--- config.mk ---
export PLATFORM = sky130hd
export DESIGN_NAME = lsu_stage_flat
export DESIGN_NICKNAME = d
export VERILOG_FILES = /design/src/rtl/lsu_stage_if.sv /design/src/rtl/lsu_stage.sv /design/src/flat_wrapper.sv
export SDC_FILE = /design/constraint.sdc
export NUM_CORES = 1
export LEC_CHECK = 0
export CORE_ASPECT_RATIO = 0.75
export CORE_MARGIN = 2
export CORE_UTILIZATION = 46
export CTS_CLUSTER_DIAMETER = 50
export DETAILED_ROUTE_END_ITERATION = 6
export PLACE_DENSITY_LB_ADDON = 0.08
export SYNTH_ARGS = -nofsm -noshare
export SYNTH_HDL_FRONTEND = slang
export SYNTH_SLANG_ARGS = --single-unit
export TNS_END_PERCENT = 30
--- constraint.sdc ---
create_clock -name clk -period 3.1 [get_ports clk]
set_input_delay 0.31 -clock clk [delete_from_list [all_inputs] [get_ports clk]]
set_output_delay 0.31 -clock clk [all_outputs]
set_load 0.01 [all_outputs]
--- src/rtl/lsu_stage_if.sv ---
// rtl/lsu_stage_if.sv - single-outstanding req/ack data bus between lsu_stage and memory
interface lsu_stage_if;
    logic        bus_req;
    logic        bus_we;
    logic [31:0] bus_addr;
    logic [31:0] bus_wdata;
    logic [3:0]  bus_be;
    logic        bus_ack;
    logic [31:0] bus_rdata;

    modport master (
        output bus_req, bus_we, bus_addr, bus_wdata, bus_be,
        input  bus_ack, bus_rdata
    );

    modport slave (
        input  bus_req, bus_we, bus_addr, bus_wdata, bus_be,
        output bus_ack, bus_rdata
    );
endinterface

--- src/rtl/lsu_stage.sv ---
// rtl/lsu_stage.sv - load/store unit with lane steering, load extension, misalign check; optional bus timeout via LSU_TIMEOUT_EN
module lsu_stage #(
    parameter int TIMEOUT_CYCLES = 16
) (
    input  logic        clk,
    input  logic        rst,
    input  logic        valid,
    input  logic [4:0]  opcode,
    input  logic [2:0]  func3,
    input  logic [31:0] addr,
    input  logic [31:0] store_data,
    output logic        stall,
    output logic [31:0] load_data,
    output logic        load_valid,
    output logic        misalign,
    output logic        timeout,
    lsu_stage_if.master bus
);

    localparam logic [4:0] OP_LOAD  = 5'b00000;
    localparam logic [4:0] OP_STORE = 5'b01000;

    localparam logic [1:0] S_IDLE = 2'd0;
    localparam logic [1:0] S_BUSY = 2'd1;
    localparam logic [1:0] S_DONE = 2'd2;

    if (TIMEOUT_CYCLES < 1) begin : g_bad_timeout
        $error("TIMEOUT_CYCLES must be >= 1");
    end

    logic [1:0]  state;
    logic [2:0]  f3_q;
    logic [1:0]  off_q;
    logic        is_load;
    logic        is_store;
    logic        start;
    logic        unaligned;
    logic        go;
    logic        to_hit;
    logic [3:0]  be_next;
    logic [31:0] wdata_next;
    logic [31:0] rd_shift;
    logic [7:0]  rd_byte;
    logic [15:0] rd_half;
    logic [31:0] fmt_data;

    // Decode the instruction in execute and qualify a start / misaligned reject
    always_comb begin
        is_load   = (opcode == OP_LOAD)  && (func3 inside {3'b000, 3'b001, 3'b010, 3'b100, 3'b101});
        is_store  = (opcode == OP_STORE) && (func3 inside {3'b000, 3'b001, 3'b010});
        start     = valid && (state == S_IDLE) && (is_load || is_store);
        unaligned = ((func3[1:0] == 2'b10) && (addr[1:0] != 2'b00)) ||
                    ((func3[1:0] == 2'b01) && addr[0]);
        go        = start && !unaligned;
        misalign  = start && unaligned;
        stall     = !rst && (go || (state == S_BUSY));
    end

    // Byte enables and lane-replicated write data for the access being launched
    always_comb begin
        be_next    = 4'b1111;
        wdata_next = store_data;
        case (func3[1:0])
            2'b00: begin
                wdata_next = {4{store_data[7:0]}};
                if (is_store) be_next = 4'b0001 << addr[1:0];
            end
            2'b01: begin
                wdata_next = {2{store_data[15:0]}};
                if (is_store) be_next = 4'b0011 << {addr[1], 1'b0};
            end
            default: begin
                be_next    = 4'b1111;
                wdata_next = store_data;
            end
        endcase
    end

    // Select the addressed lane of the read word and sign/zero extend it
    always_comb begin
        rd_shift = bus.bus_rdata >> {off_q, 3'b000};
        rd_byte  = rd_shift[7:0];
        rd_half  = off_q[1] ? bus.bus_rdata[31:16] : bus.bus_rdata[15:0];
        case (f3_q)
            3'b000:  fmt_data = {{24{rd_byte[7]}}, rd_byte};
            3'b001:  fmt_data = {{16{rd_half[15]}}, rd_half};
            3'b100:  fmt_data = {24'd0, rd_byte};
            3'b101:  fmt_data = {16'd0, rd_half};
            default: fmt_data = bus.bus_rdata;
        endcase
    end

`ifdef LSU_TIMEOUT_EN
    localparam int CW = $clog2(TIMEOUT_CYCLES + 1);

    logic [CW-1:0] cnt;

    assign to_hit = (state == S_BUSY) && (cnt == CW'(TIMEOUT_CYCLES));

    // Count BUSY cycles (1 in the first) and flag an unacknowledged access
    always_ff @(posedge clk) begin
        if (rst) begin
            cnt     <= '0;
            timeout <= 1'b0;
        end else begin
            timeout <= 1'b0;
            case (state)
                S_IDLE:  cnt <= go ? CW'(1) : '0;
                S_BUSY: begin
                    cnt     <= cnt + 1'b1;
                    timeout <= to_hit && !bus.bus_ack;
                end
                default: cnt <= cnt;
            endcase
        end
    end
`else
    assign to_hit  = 1'b0;
    assign timeout = 1'b0;
`endif

    // Access FSM: launch on aligned start, hold the bus until ack, retire in DONE
    always_ff @(posedge clk) begin
        if (rst) begin
            state         <= S_IDLE;
            bus.bus_req   <= 1'b0;
            bus.bus_we    <= 1'b0;
            bus.bus_addr  <= '0;
            bus.bus_wdata <= '0;
            bus.bus_be    <= '0;
            load_data     <= '0;
            load_valid    <= 1'b0;
            f3_q          <= '0;
            off_q         <= '0;
        end else begin
            load_valid <= 1'b0;
            case (state)
                S_IDLE: begin
                    if (go) begin
                        state         <= S_BUSY;
                        bus.bus_req   <= 1'b1;
                        bus.bus_we    <= is_store;
                        bus.bus_addr  <= {addr[31:2], 2'b00};
                        bus.bus_be    <= be_next;
                        bus.bus_wdata <= wdata_next;
                        f3_q          <= func3;
                        off_q         <= addr[1:0];
                    end
                end
                S_BUSY: begin
                    if (bus.bus_ack) begin
                        bus.bus_req <= 1'b0;
                        state       <= S_DONE;
                        if (!bus.bus_we) begin
                            load_data  <= fmt_data;
                            load_valid <= 1'b1;
                        end
                    end else if (to_hit) begin
                        bus.bus_req <= 1'b0;
                        state       <= S_DONE;
                    end
                end
                S_DONE:  state <= S_IDLE;
                default: state <= S_IDLE;
            endcase
        end
    end

endmodule

--- src/flat_wrapper.sv ---
// flat-port wrapper written by rule: the top's interface ports become plain ports
module lsu_stage_flat 
#(
    parameter int TIMEOUT_CYCLES = 16
)
  (clk, rst, valid, opcode, func3, addr, store_data, stall, load_data, load_valid, misalign, timeout, bus_bus_req, bus_bus_we, bus_bus_addr, bus_bus_wdata, bus_bus_be, bus_bus_ack, bus_bus_rdata);
  lsu_stage_if bus_i ();
  input  logic clk;
  input  logic rst;
  input  logic valid;
  input  logic [4:0] opcode;
  input  logic [2:0] func3;
  input  logic [31:0] addr;
  input  logic [31:0] store_data;
  output logic stall;
  output logic [31:0] load_data;
  output logic load_valid;
  output logic misalign;
  output logic timeout;
  output wire logic [$bits(bus_i.bus_req)-1:0] bus_bus_req;
  output wire logic [$bits(bus_i.bus_we)-1:0] bus_bus_we;
  output wire logic [$bits(bus_i.bus_addr)-1:0] bus_bus_addr;
  output wire logic [$bits(bus_i.bus_wdata)-1:0] bus_bus_wdata;
  output wire logic [$bits(bus_i.bus_be)-1:0] bus_bus_be;
  input wire logic [$bits(bus_i.bus_ack)-1:0] bus_bus_ack;
  input wire logic [$bits(bus_i.bus_rdata)-1:0] bus_bus_rdata;
  assign bus_bus_req = bus_i.bus_req;
  assign bus_bus_we = bus_i.bus_we;
  assign bus_bus_addr = bus_i.bus_addr;
  assign bus_bus_wdata = bus_i.bus_wdata;
  assign bus_bus_be = bus_i.bus_be;
  assign bus_i.bus_ack = bus_bus_ack;
  assign bus_i.bus_rdata = bus_bus_rdata;
  lsu_stage #(.TIMEOUT_CYCLES(TIMEOUT_CYCLES)) u_core (.clk(clk), .rst(rst), .valid(valid), .opcode(opcode), .func3(func3), .addr(addr), .store_data(store_data), .stall(stall), .load_data(load_data), .load_valid(load_valid), .misalign(misalign), .timeout(timeout), .bus(bus_i));
endmodule
==> impl_metrics.yaml <==
outcome:
  run_status: "complete, no violations"
synth:
  avgSynthCellArea_um2: 8.28
  yosysMostFrequentCell: "dfxtp_1"
  synth-adder-area-share: 0
  synth_top_area_share: 0.428
  synth_edf_count: 0
  synth_cell_types: 38
  ys_seq_area_frac: 0.428
  synth_area_mm2: 0.00505
  synthCells: 610
  async_flop_share: 0
  synth_compound_area_frac: 0.246
  synth_flop_cell: "dfxtp_1"
  yosys.area_share.simple: 0.195
  synthTopCellsByArea: "dfxtp_1, o21ai_0, a21oi_1, nand3_1, mux2i_1"
  synth_top_area_cell: "dfxtp_1"
  ys_warn_count: 0
  synth_top_family_by_area: "compound AO/OA/AOI/OAI gates"
  synth_common_cells: "dfxtp_1, o21ai_0, a21oi_1"
  synthMuxAreaShare: 0.0708
  yosys_register_bits: 108
  synth_xor_area_frac: 0
placed_design:
  io_buffer_count: 210
  placed_area_mm2: 0.00716
  gp_congestion: 0.870
  hpwl_um: 11200
  placedCellCount: 909
power_and_ir_drop:
  power.leakage_nw: 2.36
  power_density_mw_per_mm2: 394
  worst_ir_drop_vdd_mv: 0.253
sta:
  fin_worst_skew_ns: 0.00555
  post-route-period-util: 0.839
  timing.fmax_ghz: 0.384
  tightest_slew_ns: 0.787
  rsz0062_at_grt: "no"
  hold_viol_final: 0
  drv_slew: 0
  fin_tns_setup_ns: 0
  setup_violations: 0
  slew_headroom: 0.475
  fin_crit_ns: 2.60
  whs_ns: 0.411
layout:
  nNetsFinal: 888
  final_cell_area_mm2: 0.00746
  final_cells: 924
  area_growth_syn_to_layout_pct: 47.7
  diodes: 0
  utilization: 0.690
  drive_above_1_share: 0.0702
clock_tree:
  cts_buffer_depth: 2
  cts_root_buf: "clkbuf_16"
  htreeDepth: 3
  cts_setup_buffers: 0
  cts.repair.resized: 0
  holdBufCountCts: 0
  cts_buffers: 9
  insertion_delay_ns: 0.34
  cts_tree: "yes"
  clk_pin_slew_ns: 0.07
  cts.sinks: 108
global_routing:
  antenna_found_initial: 0
  grt_max_degree: 72
  grt_pass1_wl_um: 25200
  grtUsageTotal: 0.262
  grt_pass1_vias: 4948
  grt_overflow: 0
setup_path:
  end_kind: "output port"
  crit_required_ns: 2.79
  path_class: "in2out"
  crit_arrival_ns: 2.29
  slowest_delay_ns: 0.54
  worstPathMaxFanout: 20
  crit_path_start_kind: "primary input"
  crit_family: "buffers and inverters"
  slowest_stage: "clkdlybuf4s50_1"
  ff2ff_setup_slack_ns: 1.02
  path_cells: "clkdlybuf4s50_1 > buf_4 > nand2_1 > o22a_2 > nand2_1 > a21oi_1 > clkdlybuf4s50_1"
  cp.buffers_inverters: 3
floorplan:
  core_mm2: 0.0108
  dieArea_mm2: 0.0118
  die_width_um: 125
  rows: 33
  initial_core_util: 0.467
  pin_count: 214
  fp.dieH_um: 94.8
detailed_routing:
  drc: 0
  viasPerCell: 5.69
  dr.pass1.iters: 5
  routedWlPerCell_um: 17.4
  ant_nets: 0
  num_vias: 5253
  drtIter0Drc: 390
  wirelength_um: 16100
flow_run:
  maxCapViolations: 0
hold_path:
  hold_class: "in2reg"
==> final timing paths <==
kind	to	depth (start not counted)	start
setup / recovery	stall	7	func3[0]
setup reg to reg	u_core.load_data[28]$_SDFFE_PP0P_	4	u_core.off_q[1]$_SDFFE_PP0P_
hold / removal	u_core.state[0]$_SDFFE_PP0P_	2	rst
hold reg to reg	u_core.bus.bus_wdata[27]$_SDFFE_PP0P_	2	u_core.bus.bus_wdata[27]$_SDFFE_PP0P_
==> registers in the layout (all words and copies together), names as in the netlist, 2 cells and up <==
signal and count:
u_core.off_q 2, u_core.load_data 32, u_core.f3_q 3, u_core.bus.bus_be 4, u_core.bus.bus_addr 30, u_core.bus.bus_wdata 32
u_core.state 2
==> cells by family (layout without fill, tap and decap cells) <==
kind of cell	count (synthesis)	after routing
compound gates	208	208
simple gates	191	191
flops	108	108
buf+inv	68	240
mux	34	34
other cells	1	3
==> layout make-up <==
cell class / count / area, um^2
clock buffer: 12 / 256
clock inverter: 3 / 46.3
fill: 875 / 3360
inverter: 2 / 7.51
multi-input combinational: 436 / 2610
sequential: 108 / 2160
tap: 140 / 175
timing repair buffer: 223 / 2200
==> through the flow <==
stage | setup WS (ns) | total power [W]
3_5_place_dp | 0.493 | 0.00178
6_report | 0.498 | 0.00294
2_1_floorplan | 1.34 | 0.00158
5_1_grt | 0.405 | 0.00303
4_1_cts | 0.495 | 0.00295
3_3_place_gp | 0.544 | 0.00178
==> power breakdown <==
part	internal, W	switching, W
combinational	0.000187	0.000171
sequential	0.00139	0.00000503
clock	0.000669	0.000515
==> worst register-to-register path, cell delays in order, from the launching register on <==
cell and delay (ns):
dfxtp_1 0.64, mux2i_1 0.34, mux2i_1 0.14, a21oi_2 0.63, a211oi_1 0.18
==> routing by layer <==
metal / up-vias / share of wire / global-route usage
met2: 224 / 0.45 / 0.412
met5: - / 0 / 0
li1: 2544 / - / -
met1: 2463 / 0.44 / 0.349
met4: 0 / 0.017 / 0.0685
met3: 22 / 0.094 / 0.0861
==> placed cells by master, fill, tap and decap left out, types with 4 or more instances in the layout <==
cell             netlist  final
a2111oi_0              8      8
a211oi_1              25     25
a21oi_1               70     70
a22oi_1                7      7
a311oi_1              15     15
and2_1                 7      7
buf_4                  5     13
clkbuf_16              0      9
clkdlybuf4s50_1        0    208
dfxtp_1              108    108
mux2_2                14     14
mux2i_1               20     20
nand2_1               43     43
nand2b_1              12     12
nand3_1               43     43
nand4b_1               9      9
nor2_1                43     42
nor3_1                 5      5
nor3b_1               15     15
nor4_1                 4      4
o21ai_0               75     75
No activity file was read; power rests on OpenSTA's default activity.
